[src/rtl/approx_add_err_monitor.sv]
// approx_add_err_monitor
// Streaming error monitor placed after an approximate adder. For each accepted
// operand pair it recomputes the exact sum and compares it with the adder output.
// Over a window of 2**SAMPLES_LOG2 accepted samples it accumulates:
//   - the squared error,
//   - the largest absolute error,
//   - the number of samples whose error is not zero.
// Optional feature: define ERR_BIAS_EN to add the err_bias output. It holds the
// signed sum of the errors over the window.
module approx_add_err_monitor #(
  parameter int WIDTH        = 8,
  parameter int SAMPLES_LOG2 = 8,
  parameter int ACC_W        = 2*(WIDTH+1)+SAMPLES_LOG2
) (
  input  logic                            clk,
  input  logic                            rst_n,
  input  logic                            start,
  input  logic                            in_valid,
  output logic                            in_ready,
  input  logic [WIDTH-1:0]                op_a,
  input  logic [WIDTH-1:0]                op_b,
  input  logic [WIDTH:0]                  approx_sum,
  output logic                            res_valid,
  input  logic                            res_ready,
  output logic [ACC_W-1:0]                sum_sq_err,
  output logic [WIDTH:0]                  max_abs_err,
  output logic [SAMPLES_LOG2:0]           err_count,
`ifdef ERR_BIAS_EN
  output logic signed [WIDTH+1+SAMPLES_LOG2:0] err_bias,
`endif
  output logic                            busy
);

  localparam int CNT_W = SAMPLES_LOG2 + 1;
  localparam int SQ_W  = 2 * (WIDTH + 1);
  localparam logic [CNT_W-1:0] LAST_IDX = CNT_W'((2 ** SAMPLES_LOG2) - 1);

  typedef enum logic [1:0] {
    ST_IDLE    = 2'd0,
    ST_COLLECT = 2'd1,
    ST_FLUSH   = 2'd2,
    ST_REPORT  = 2'd3
  } state_t;

  state_t            r_state;
  state_t            w_state_next;
  logic              r_flush_cnt;
  logic [CNT_W-1:0]  r_sample_cnt;

  logic              w_accept;
  logic              w_last;
  logic              w_start_go;

  // Stage 1 registers: absolute error of the most recently accepted sample
  logic              r_s1_valid;
  logic [WIDTH:0]    r_s1_abs;

  // Window statistics
  logic [ACC_W-1:0]  r_sum_sq;
  logic [WIDTH:0]    r_max_abs;
  logic [CNT_W-1:0]  r_err_cnt;

  logic [WIDTH:0]          w_exact;
  logic signed [WIDTH+1:0] w_err;
  logic [WIDTH:0]          w_abs;
  logic [SQ_W-1:0]         w_sq;

  // The state register drives the handshake outputs directly, so they are glitch-free.
  assign w_accept   = in_valid & in_ready;
  assign w_last     = w_accept && (r_sample_cnt == LAST_IDX);
  assign w_start_go = start && (r_state == ST_IDLE);

  // The error is computed one bit wider than the sums so that its sign is kept
  assign w_exact = {1'b0, op_a} + {1'b0, op_b};
  assign w_err   = $signed({1'b0, approx_sum}) - $signed({1'b0, w_exact});
  assign w_abs   = (WIDTH+1)'(w_err[WIDTH+1] ? -w_err : w_err);
  assign w_sq    = r_s1_abs * r_s1_abs;

  // State register
  always_ff @(posedge clk or negedge rst_n) begin
    if (!rst_n) begin
      r_state <= ST_IDLE;
    end else begin
      r_state <= w_state_next;
    end
  end

  // Next-state logic. FLUSH holds for two cycles while the pipeline drains.
  always_comb begin
    w_state_next = r_state;
    case (r_state)
      ST_IDLE:    if (start)                  w_state_next = ST_COLLECT;
      ST_COLLECT: if (w_last)                 w_state_next = ST_FLUSH;
      ST_FLUSH:   if (r_flush_cnt)            w_state_next = ST_REPORT;
      ST_REPORT:  if (res_valid && res_ready) w_state_next = ST_IDLE;
      default:                                w_state_next = ST_IDLE;
    endcase
  end

  // Output decode from the state register
  always_comb begin
    in_ready  = (r_state == ST_COLLECT);
    res_valid = (r_state == ST_REPORT);
    busy      = (r_state != ST_IDLE);
  end

  // Flush-cycle counter and accepted-sample counter
  always_ff @(posedge clk or negedge rst_n) begin
    if (!rst_n) begin
      r_flush_cnt  <= 1'b0;
      r_sample_cnt <= '0;
    end else begin
      r_flush_cnt <= (r_state == ST_FLUSH) ? ~r_flush_cnt : 1'b0;
      if (w_start_go) begin
        r_sample_cnt <= '0;
      end else if (w_accept) begin
        r_sample_cnt <= r_sample_cnt + CNT_W'(1);
      end
    end
  end

  // Stage 1: register the absolute error of the accepted sample
  always_ff @(posedge clk or negedge rst_n) begin
    if (!rst_n) begin
      r_s1_valid <= 1'b0;
      r_s1_abs   <= '0;
    end else begin
      r_s1_valid <= w_accept;
      if (w_accept) begin
        r_s1_abs <= w_abs;
      end
    end
  end

  // Stage 2: update the statistics. A start in IDLE clears them in the same cycle.
  always_ff @(posedge clk or negedge rst_n) begin
    if (!rst_n) begin
      r_sum_sq  <= '0;
      r_max_abs <= '0;
      r_err_cnt <= '0;
    end else if (w_start_go) begin
      r_sum_sq  <= '0;
      r_max_abs <= '0;
      r_err_cnt <= '0;
    end else if (r_s1_valid) begin
      r_sum_sq <= r_sum_sq + ACC_W'(w_sq);
      if (r_s1_abs > r_max_abs) begin
        r_max_abs <= r_s1_abs;
      end
      if (r_s1_abs != '0) begin
        r_err_cnt <= r_err_cnt + CNT_W'(1);
      end
    end
  end

  assign sum_sq_err  = r_sum_sq;
  assign max_abs_err = r_max_abs;
  assign err_count   = r_err_cnt;

`ifdef ERR_BIAS_EN
  localparam int BIAS_W = WIDTH + 2 + SAMPLES_LOG2;

  logic signed [WIDTH+1:0]  r_s1_err;
  logic signed [BIAS_W-1:0] r_bias;

  // Stage 1 copy of the signed error, used only by the bias accumulator
  always_ff @(posedge clk or negedge rst_n) begin
    if (!rst_n) begin
      r_s1_err <= '0;
    end else if (w_accept) begin
      r_s1_err <= w_err;
    end
  end

  // Stage 2 signed error sum. It is cleared and timed in the same way as sum_sq_err.
  always_ff @(posedge clk or negedge rst_n) begin
    if (!rst_n) begin
      r_bias <= '0;
    end else if (w_start_go) begin
      r_bias <= '0;
    end else if (r_s1_valid) begin
      r_bias <= r_bias + {{SAMPLES_LOG2{r_s1_err[WIDTH+1]}}, r_s1_err};
    end
  end

  assign err_bias = r_bias;
`endif

endmodule

[config.mk]
export PLATFORM = sky130hd
export DESIGN_NAME = approx_add_err_monitor
export DESIGN_NICKNAME = d
export VERILOG_FILES = /design/src/rtl/approx_add_err_monitor.sv
export SDC_FILE = /design/constraint.sdc
export NUM_CORES = 1
export LEC_CHECK = 0
export ABC_CLOCK_PERIOD_IN_PS = 5600
export BUFFER_PORTS_ARGS = -buffer_cell sky130_fd_sc_hd__buf_2
export CELL_PAD_IN_SITES_DETAIL_PLACEMENT = 1
export CELL_PAD_IN_SITES_GLOBAL_PLACEMENT = 1
export CORE_MARGIN = 8
export CORE_UTILIZATION = 42
export CTS_CLUSTER_DIAMETER = 30
export DETAILED_ROUTE_END_ITERATION = 7
export GPL_ROUTABILITY_DRIVEN = 0
export GPL_TIMING_DRIVEN = 1
export PLACE_DENSITY_LB_ADDON = 0.1
export SYNTH_ARGS = -nofsm -noshare
export SYNTH_HDL_FRONTEND = slang
export SYNTH_SLANG_ARGS = --single-unit
[constraint.sdc]
create_clock -name clk -period 5.6 [get_ports clk]
set_input_delay 0.28 -clock clk [delete_from_list [all_inputs] [get_ports clk]]
set_output_delay 0.28 -clock clk [all_outputs]
set_load 0.03 [all_outputs]
# After elaboration in Yosys (flattened, before gate mapping)
# Index checks and enable logic that the tools add are counted.
[word_totals]
register_bits = 66
in_bits = 30
[classes]
n_addsub = 6
mul = 1
magnitude_cmp = 1
eq_ne = 8
n_mux = 17
bitwise_logic = 2
reduce_logical = 13
[op_table]
columns = ["cell", "count"]
rows = [
  ["9-bit two-way mux", 9],
  ["26-bit two-way mux", 2],
  ["26-bit by 18-bit adder with 26-bit output", 1],
  ["9-bit by 1-bit adder with 9-bit output, second input constant", 2],
  ["9-bit by 9-bit multiplier with 18-bit output", 1],
  ["2-bit nonzero test", 5],
  ["9-bit by 9-bit subtractor with 10-bit output", 1],
  ["8-bit by 8-bit adder with 9-bit output", 1],
  ["9-bit by 8-bit equality test with 1-bit output, second input constant", 1],
  ["9-bit greater-than comparator", 1],
  ["9-bit negation", 1],
  ["9-bit nonzero test", 1],
  ["2-bit two-way mux", 4],
  ["2-bit one-hot mux with 4 select lines", 1],
  ["2-bit equality test, second input constant", 2],
  ["2-bit by 1-bit != test with 1-bit output, second input constant", 2],
  ["2-bit != test, second input constant", 2],
  ["2-bit AND reduction", 2],
  ["4-bit AND reduction", 1],
  ["1-bit logical AND", 3],
  ["2-bit by 1-bit equality test with 1-bit output, second input constant", 1],
  ["2-bit zero test", 1],
  ["1-bit AND", 1],
  ["1-bit two-way mux", 1],
  ["1-bit NOT", 1],
]

# Logic depth before layout (Yosys ltp)
# Gate-level depths: netlist of run 1.
[depth]
ltp_word = 5
mapped_depth = 22
ltp_nobuf = 20

# Least setup slack after synthesis of run 1
# OpenSTA, ideal clock, no wires.
[synth_path]
path_kind = "register to register"
start = "reg r_s1_abs[6]"
end = "reg r_sum_sq[15] (netlist: sum_sq_err[15])"
setup_time_ps = 111
arrival_ps = 5338
required_time_ps = 5489
setup_slack_ps = 150
stages_incl_launch_ff = 22
path_buffers = 1
path_cell_list = "dfrtp_1 -> clkbuf_1 -> and2_1 -> inv_1 -> fa_1 -> inv_1 -> fa_1 -> inv_1 -> fa_1 -> inv_1 -> fa_1 -> inv_1 -> fa_1 -> inv_1 -> ha_1 -> o21a_1 -> o21ai_0 -> nand2b_1 -> a311oi_2 -> o21bai_1 -> and3_1 -> a2111oi_2"
[synth_via]
elab_chain_len = 4
[synth_lines]
columns = ["item", "line", "text"]
rows = [
  ["from (decl)", "56", "logic [WIDTH:0] r_s1_abs;"],
  ["from (signal assigned)", "130", "r_s1_abs <= w_abs;"],
  ["9-bit by 9-bit multiplier with 18-bit output", "77", "assign w_sq = r_s1_abs * r_s1_abs;"],
  ["26-bit by 18-bit adder with 26-bit output", "146", "r_sum_sq <= r_sum_sq + ACC_W'(w_sq);"],
  ["26-bit two-way mux", "145", "end else if (r_s1_valid) begin"],
  ["26-bit two-way mux", "141", "end else if (w_start_go) begin"],
  ["to (signal assigned)", "146", ""],
  ["to (decl)", "59", "logic [ACC_W-1:0] r_sum_sq;"],
]
# No other way between the ends. The select of a mux whose other input is x is not followed.
# A chain may end at the register's enable or synchronous reset.

# Worst setup path after layout of run 1
[layout_path]
start = "reg r_s1_abs[1]"
end = "reg r_sum_sq[15] (netlist: sum_sq_err[15])"
# Same word-level chain as after synthesis.

==> results.toml, run 1 <==
[run_status]
status = "finished clean"

[yosys]
syn_area_per_cell_sq_um = 8.70
async_flop_share_pct = 100
ys_types = 58
synth-edff-count = 0
syn_area_sq_um = 6830
synth_nets = 942
synth_ff_type = "dfrtp_1"
syn_inst = 785
yosys_warnings = 0
ys_ff_latch = 66
synth_seq_area_share_pct = 24.2

[timing]
maxSlewHeadroom_pct = 39.5
max_freq_mhz = 185
fin_crit_ps = 5400
finalSetupTns_ps = 0
hold_violations = 0
finalClockSkew_ps = 8.37
drv_slew = 0
finalSetupViolCount = 0
period_share_pct = 96.5
tightest_slew_ps = 884

[global_route]
track_usage_pct = 18.3
antenna_found_initial = 0
grt_max_degree = 67
overflow = 0
grt_pass1_wl_um = 30200
grt_pass1_vias = 6172

[clocking]
hold_buffers = 0
cts.clk_slew.worst_paths_ps = 60
cts_root_buffer = "clkbuf_16"
cts_max_level = 3
cts_sinks = 66
cts_buffers = 9
worstSkewPairLatency_ps = 340
clk_path_buf_depth = 2
tritoncts = "done"

[route]
firstDrtPassIters = 4
via_per_inst = 5.21
antenna_left = 0
drtIter0Drc = 154
wl_um = 18000
wire_per_inst_um = 16.5
num_vias = 5697
drc = 0

[final_layout]
layout_common_cells = "inv_1 (145), buf_2 (76), ha_1 (71), nand2_1 (67), dfrtp_1 (62)"
layout-drive-gt1-share_pct = 16.4
nFillCells = 1954
nets = 1030
syn2layout_area_growth_pct = 16.8
fin_util_pct = 50.2
mostFrequentLayoutCell = "inv_1"
diodes = 0

[min_path]
min_path_type = "in -> async"

[worst_setup_path]
crit_type = "reg -> reg"
max_stage_delay_ps = 530
critPathTopFamily = "adder cells"
cp_slowest_cell = "fa_1"
critical_path.most_common_cell = "inv_1"
crit_buf_inv = 7
end_kind = "flop"
cp_max_fo = 6
path_cells = "and2_4 -> inv_1 -> fa_1 -> inv_1 -> fa_1 -> inv_1 -> fa_1 -> inv_1 -> fa_1 -> inv_1 -> fa_1 -> inv_1 -> ha_2 -> o21a_1 -> o21ai_0 -> nand2b_1 -> a311oi_2 -> buf_4 -> o21bai_1 -> and3_1 -> a2111oi_2"
worstPathArrival_ps = 5630
crit_required_ps = 5830
startpoint_type = "flop"

[place]
port_buffers = 76
hpwlAfterDp_um = 13900

[flow_run]
cap_violations = 0

[floorplan]
rows = 46
die_y_um = 144
initial_core_util_pct = 43.0
dieArea_sq_um = 20600
core_area_sq_um = 15900
die_width_um = 144
pin_count = 77
synth_stat cells, types with 5 or more instances:
cell / instances / area, sq um
xor2_1: 22 / 193
ha_1: 74 / 926
nand4_1: 10 / 62.6
nor2_1: 58 / 218
nand3_1: 17 / 85.1
o21ai_0: 27 / 135
mux2i_1: 20 / 200
o21a_1: 7 / 52.6
buf_1: 6 / 22.5
nor2b_1: 11 / 68.8
xnor2_1: 23 / 201
dfrtp_1: 66 / 1650
a21oi_1: 28 / 140
nor3_1: 9 / 45.0
a21o_1: 20 / 150
clkbuf_1: 21 / 78.8
nand2_1: 67 / 251
fa_1: 53 / 1060
inv_1: 146 / 548
and3_1: 8 / 50.1
a211oi_1: 5 / 37.5
and2_1: 23 / 144
final timing paths:
path	from	end	slack, ps	cells after the start
worst max-delay path	r_s1_abs[1]$_DFFE_PN0P_	sum_sq_err[15]$_DFFE_PN0P_	200	21
worst min-delay path	rst_n	sum_sq_err[25]$_DFFE_PN0P_	140	2
worst max register to register	r_s1_abs[1]$_DFFE_PN0P_	sum_sq_err[15]$_DFFE_PN0P_	200	21
worst min register to register	r_flush_cnt$_DFF_PN0_	r_flush_cnt$_DFF_PN0_	410	1
max in group asynchronous	rst_n	r_s1_abs[3]$_DFFE_PN0P_	4810	2
min in group clk	approx_sum[1]	r_s1_abs[0]$_DFFE_PN0P_	370	3
through the flow:
step,area [sq um],worst slack [ps],hold WS [ps],instances
floorplan,6830,150,-15.6,785
global placement,7510,196,405,1067
detailed placement,7510,48.7,409,1067
CTS,7840,0.0471,182,1082
global route,7980,-4.21,234,1093
finish,7980,198,139,1093
layer usage:
layer,part of all wire (%),up-vias,track usage (%)
li1,-,2732,-
met1,42,2875,21.5
met2,53,71,33.3
met3,2.8,19,2.72
met4,1.6,0,6.20
met5,0,-,0
worst reg2reg max path: stages, from the launching register on:
cell       delay, ps
dfrtp_1          420
and2_4           180
inv_1             50
fa_1             530
inv_1             80
fa_1             510
inv_1             50
fa_1             470
inv_1             50
fa_1             520
inv_1             50
fa_1             490
inv_1             40
ha_2             330
o21a_1           120
o21ai_0          160
nand2b_1         120
a311oi_2         340
buf_4            200
o21bai_1         100
and3_1           210
a2111oi_2        280
logic make-up (layout without fill, tap and decap cells):
| family | Yosys count | in the layout | share of synthesized area (%) |
|---|---|---|---|
| AO/OA/AOI/OAI | 129 | 129 | 12.6 |
| flip-flops | 66 | 66 | 24.2 |
| multiplexers | 21 | 21 | 3.10 |
| adder cells (fa/ha/maj) | 127 | 127 | 29.1 |
| AND/OR/NAND/NOR | 222 | 222 | 15.6 |
| XOR/XNOR | 45 | 45 | 5.77 |
| buffers and inverters | 175 | 267 | 9.63 |
area by class of cell:
cell class / instances / area (sq um) / share of cell area (%)
clock buffers: 14 / 294 / 3.69
clock inverters: 1 / 30.0 / 0.376
inverters: 147 / 556 / 6.96
multi-input cells: 544 / 4560 / 57.1
flip-flops and latches: 66 / 1660 / 20.8
well taps: 216 / 270 / 3.39
repair buffers: 105 / 614 / 7.70
registers in the layout (all words and copies together) (netlist names):
name,count
r_s1_abs,9
r_state,2
max_abs_err,9
sum_sq_err,26
err_count,9
r_sample_cnt,9
r_s1_valid,1
r_flush_cnt,1
repair_timing:
item	4_1_cts	5_1_grt
pin swaps	1	5
buffers inserted	0	11
setup endpoints to repair	1	12
resized for setup	1	15
Power of run 1 is left out: the tool's default activity adds up to more than one toggle a clock period on the data nets, which glitch-free logic cannot reach.
==> run 2: changes to the inputs <==
--- a/config.mk
+++ b/config.mk
@@ -9,13 +9,14 @@
 export BUFFER_PORTS_ARGS = -buffer_cell sky130_fd_sc_hd__buf_2
 export CELL_PAD_IN_SITES_DETAIL_PLACEMENT = 1
 export CELL_PAD_IN_SITES_GLOBAL_PLACEMENT = 1
-export CORE_MARGIN = 8
+export CORE_MARGIN = 3
 export CORE_UTILIZATION = 42
 export CTS_CLUSTER_DIAMETER = 30
 export DETAILED_ROUTE_END_ITERATION = 7
 export GPL_ROUTABILITY_DRIVEN = 0
 export GPL_TIMING_DRIVEN = 1
-export PLACE_DENSITY_LB_ADDON = 0.1
+export PLACE_DENSITY = 0.81
+export REMOVE_ABC_BUFFERS = 1
 export SYNTH_ARGS = -nofsm -noshare
 export SYNTH_HDL_FRONTEND = slang
 export SYNTH_SLANG_ARGS = --single-unit
==> results.toml, run 2 (synthesis gave the netlist of run 1 again) <==
[run_status]
status = "finished clean"

[worst_setup_path]
path_cells = "buf_4 -> and2_1 -> fa_1 -> fa_1 -> fa_1 -> fa_1 -> inv_1 -> fa_1 -> inv_1 -> ha_1 -> a21o_1 -> a21oi_1 -> nor2b_1 -> a311oi_2 -> buf_4 -> o21bai_1 -> and3_1 -> a2111oi_2"
cp_slowest_cell = "fa_1"
worstPathArrival_ps = 5600
r2r_slack_ps = 240
crit_required_ps = 5840
end_kind = "flop"
r2r-end = "sum_sq_err[15]$_DFFE_PN0P_"
critical_path.most_common_cell = "fa_1"
cp_max_fo = 9
max_stage_delay_ps = 550
crit_type = "reg -> reg"
crit_buf_inv = 4
r2r_cells = 18
critPathTopFamily = "adder cells"
startpoint_type = "flop"
r2r_start = "r_s1_abs[8]$_DFFE_PN0P_"

[timing]
hold_violations = 0
finalHoldWorstSlack_ps = 151
finalClockSkew_ps = 9.05
maxSlewHeadroom_pct = 35.7
period_share_pct = 95.8
drv_slew = 0
finalSetupViolCount = 0
fin_crit_ps = 5360
max_freq_mhz = 186
tightest_slew_ps = 940

[route]
antenna_left = 0
drc = 0
wl_um = 17100
via_per_inst = 5.19
drtIter0Drc = 232
wire_per_inst_um = 15.8
firstDrtPassIters = 4
num_vias = 5622

[global_route]
track_usage_pct = 19.7
overflow = 0
antenna_found_initial = 0
grt_pass1_vias = 5989
grt_max_degree = 67
grt_pass1_wl_um = 28600

[final_layout]
mostFrequentLayoutCell = "inv_1"
syn2layout_area_growth_pct = 15.3
layout-drive-gt1-share_pct = 15.4
layout_common_cells = "inv_1 (146), buf_2 (76), ha_1 (71), nand2_1 (67), dfrtp_1 (65)"
largest_register_ffs = 26
nFillCells = 1891
diodes = 0
final_cell_count_no_fill = 1083
nets = 1025

[clocking]
tritoncts = "done"
cts.clk_slew.worst_paths_ps = 60
clk_path_buf_depth = 2
cts_max_level = 3
worstSkewPairLatency_ps = 350
cts_buffers = 9
cts_sinks = 66
hold_buffers = 0
cts_root_buffer = "clkbuf_16"

[floorplan]
core_area_sq_um = 15500
dieArea_sq_um = 17800
rows = 45
initial_core_util_pct = 44.0
pin_count = 77
die_y_um = 134
die_width_um = 134

[flow_run]
cap_violations = 0

[min_path]
min_path_type = "in -> async"

[place]
hpwlAfterDp_um = 13000
dp_cells = 1063
port_buffers = 76
-- run 2: changes by cell type in the layout (fill, tap and decap cells not counted), sizes merged --
| cell | previous run | this run |
|---|---|---|
| inv | 146 | 147 |
| buf | 105 | 100 |
| clkinvlp | 1 | 0 |
| clkbuf | 14 | 12 |
| clkinv | 0 | 2 |
-- run 2: how the worst max path moves through the flow --
| stage | slack (ps) | to | depth (start not counted) | start |
|---|---|---|---|---|
| 5_1_grt | -10 | sum_sq_err[15]$_DFFE_PN0P_ | 21 | r_s1_abs[1]$_DFFE_PN0P_ |
| 4_1_cts | 20 | sum_sq_err[24]$_DFFE_PN0P_ | 20 | r_s1_abs[1]$_DFFE_PN0P_ |
| 2_1_floorplan | 280 | sum_sq_err[15]$_DFFE_PN0P_ | 20 | r_s1_abs[6]$_DFFE_PN0P_ |
| 3_3_place_gp | 260 | sum_sq_err[20]$_DFFE_PN0P_ | 19 | r_s1_abs[1]$_DFFE_PN0P_ |
| 6_report | 240 | sum_sq_err[15]$_DFFE_PN0P_ | 18 | r_s1_abs[8]$_DFFE_PN0P_ |
| 3_5_place_dp | 7 | sum_sq_err[24]$_DFFE_PN0P_ | 20 | r_s1_abs[1]$_DFFE_PN0P_ |
-- run 2: final cells by class --
type	instances	area, sq um	share of cell area [%]
clock buffer	12	246	3.13
clock inverter	3	40.0	0.508
multi-input combinational	544	4560	57.9
inverter	147	552	7.01
tap	211	264	3.35
sequential	66	1650	21.0
timing repair buffer	100	561	7.12
-- run 2: through the flow --
stage	util, %	setup slack [ps]	instance area [sq um]	setup TNS [ps]
final	50.7	236	7880	0
after global routing	50.7	-13.6	7880	-14.4
after CTS	50.2	15.4	7800	0
after detailed placement	48.3	7.21	7510	0
after global placement	48.3	257	7510	0
after floorplan	-	278	6730	0
-- run 2: repair_timing --
action | in CTS | in global routing
endpoints found under the hold margin | 0 | 0
gates resized for setup | 0 | 12
setup endpoints to repair | 0 | 13
buffers inserted | 0 | 5
-- run 2: worst reg2reg max path: stages, from the launching register on --
cell	delay (ps)
dfrtp_1	430
buf_4	190
and2_1	190
fa_1	540
fa_1	520
fa_1	510
fa_1	550
inv_1	50
fa_1	490
inv_1	40
ha_1	350
a21o_1	170
a21oi_1	140
nor2b_1	70
a311oi_2	230
buf_4	180
o21bai_1	110
and3_1	210
a2111oi_2	280
-- run 2: per-layer routing --
metal | GRT usage [%] | vias to the layer above | share of wire, %
met3 | 4.04 | 21 | 3.4
met5 | 0 | - | 0
li1 | - | 2722 | -
met2 | 34.2 | 78 | 51
met4 | 5.94 | 0 | 1.7
met1 | 24.8 | 2801 | 44
Power of run 2 is left out for the same reason.
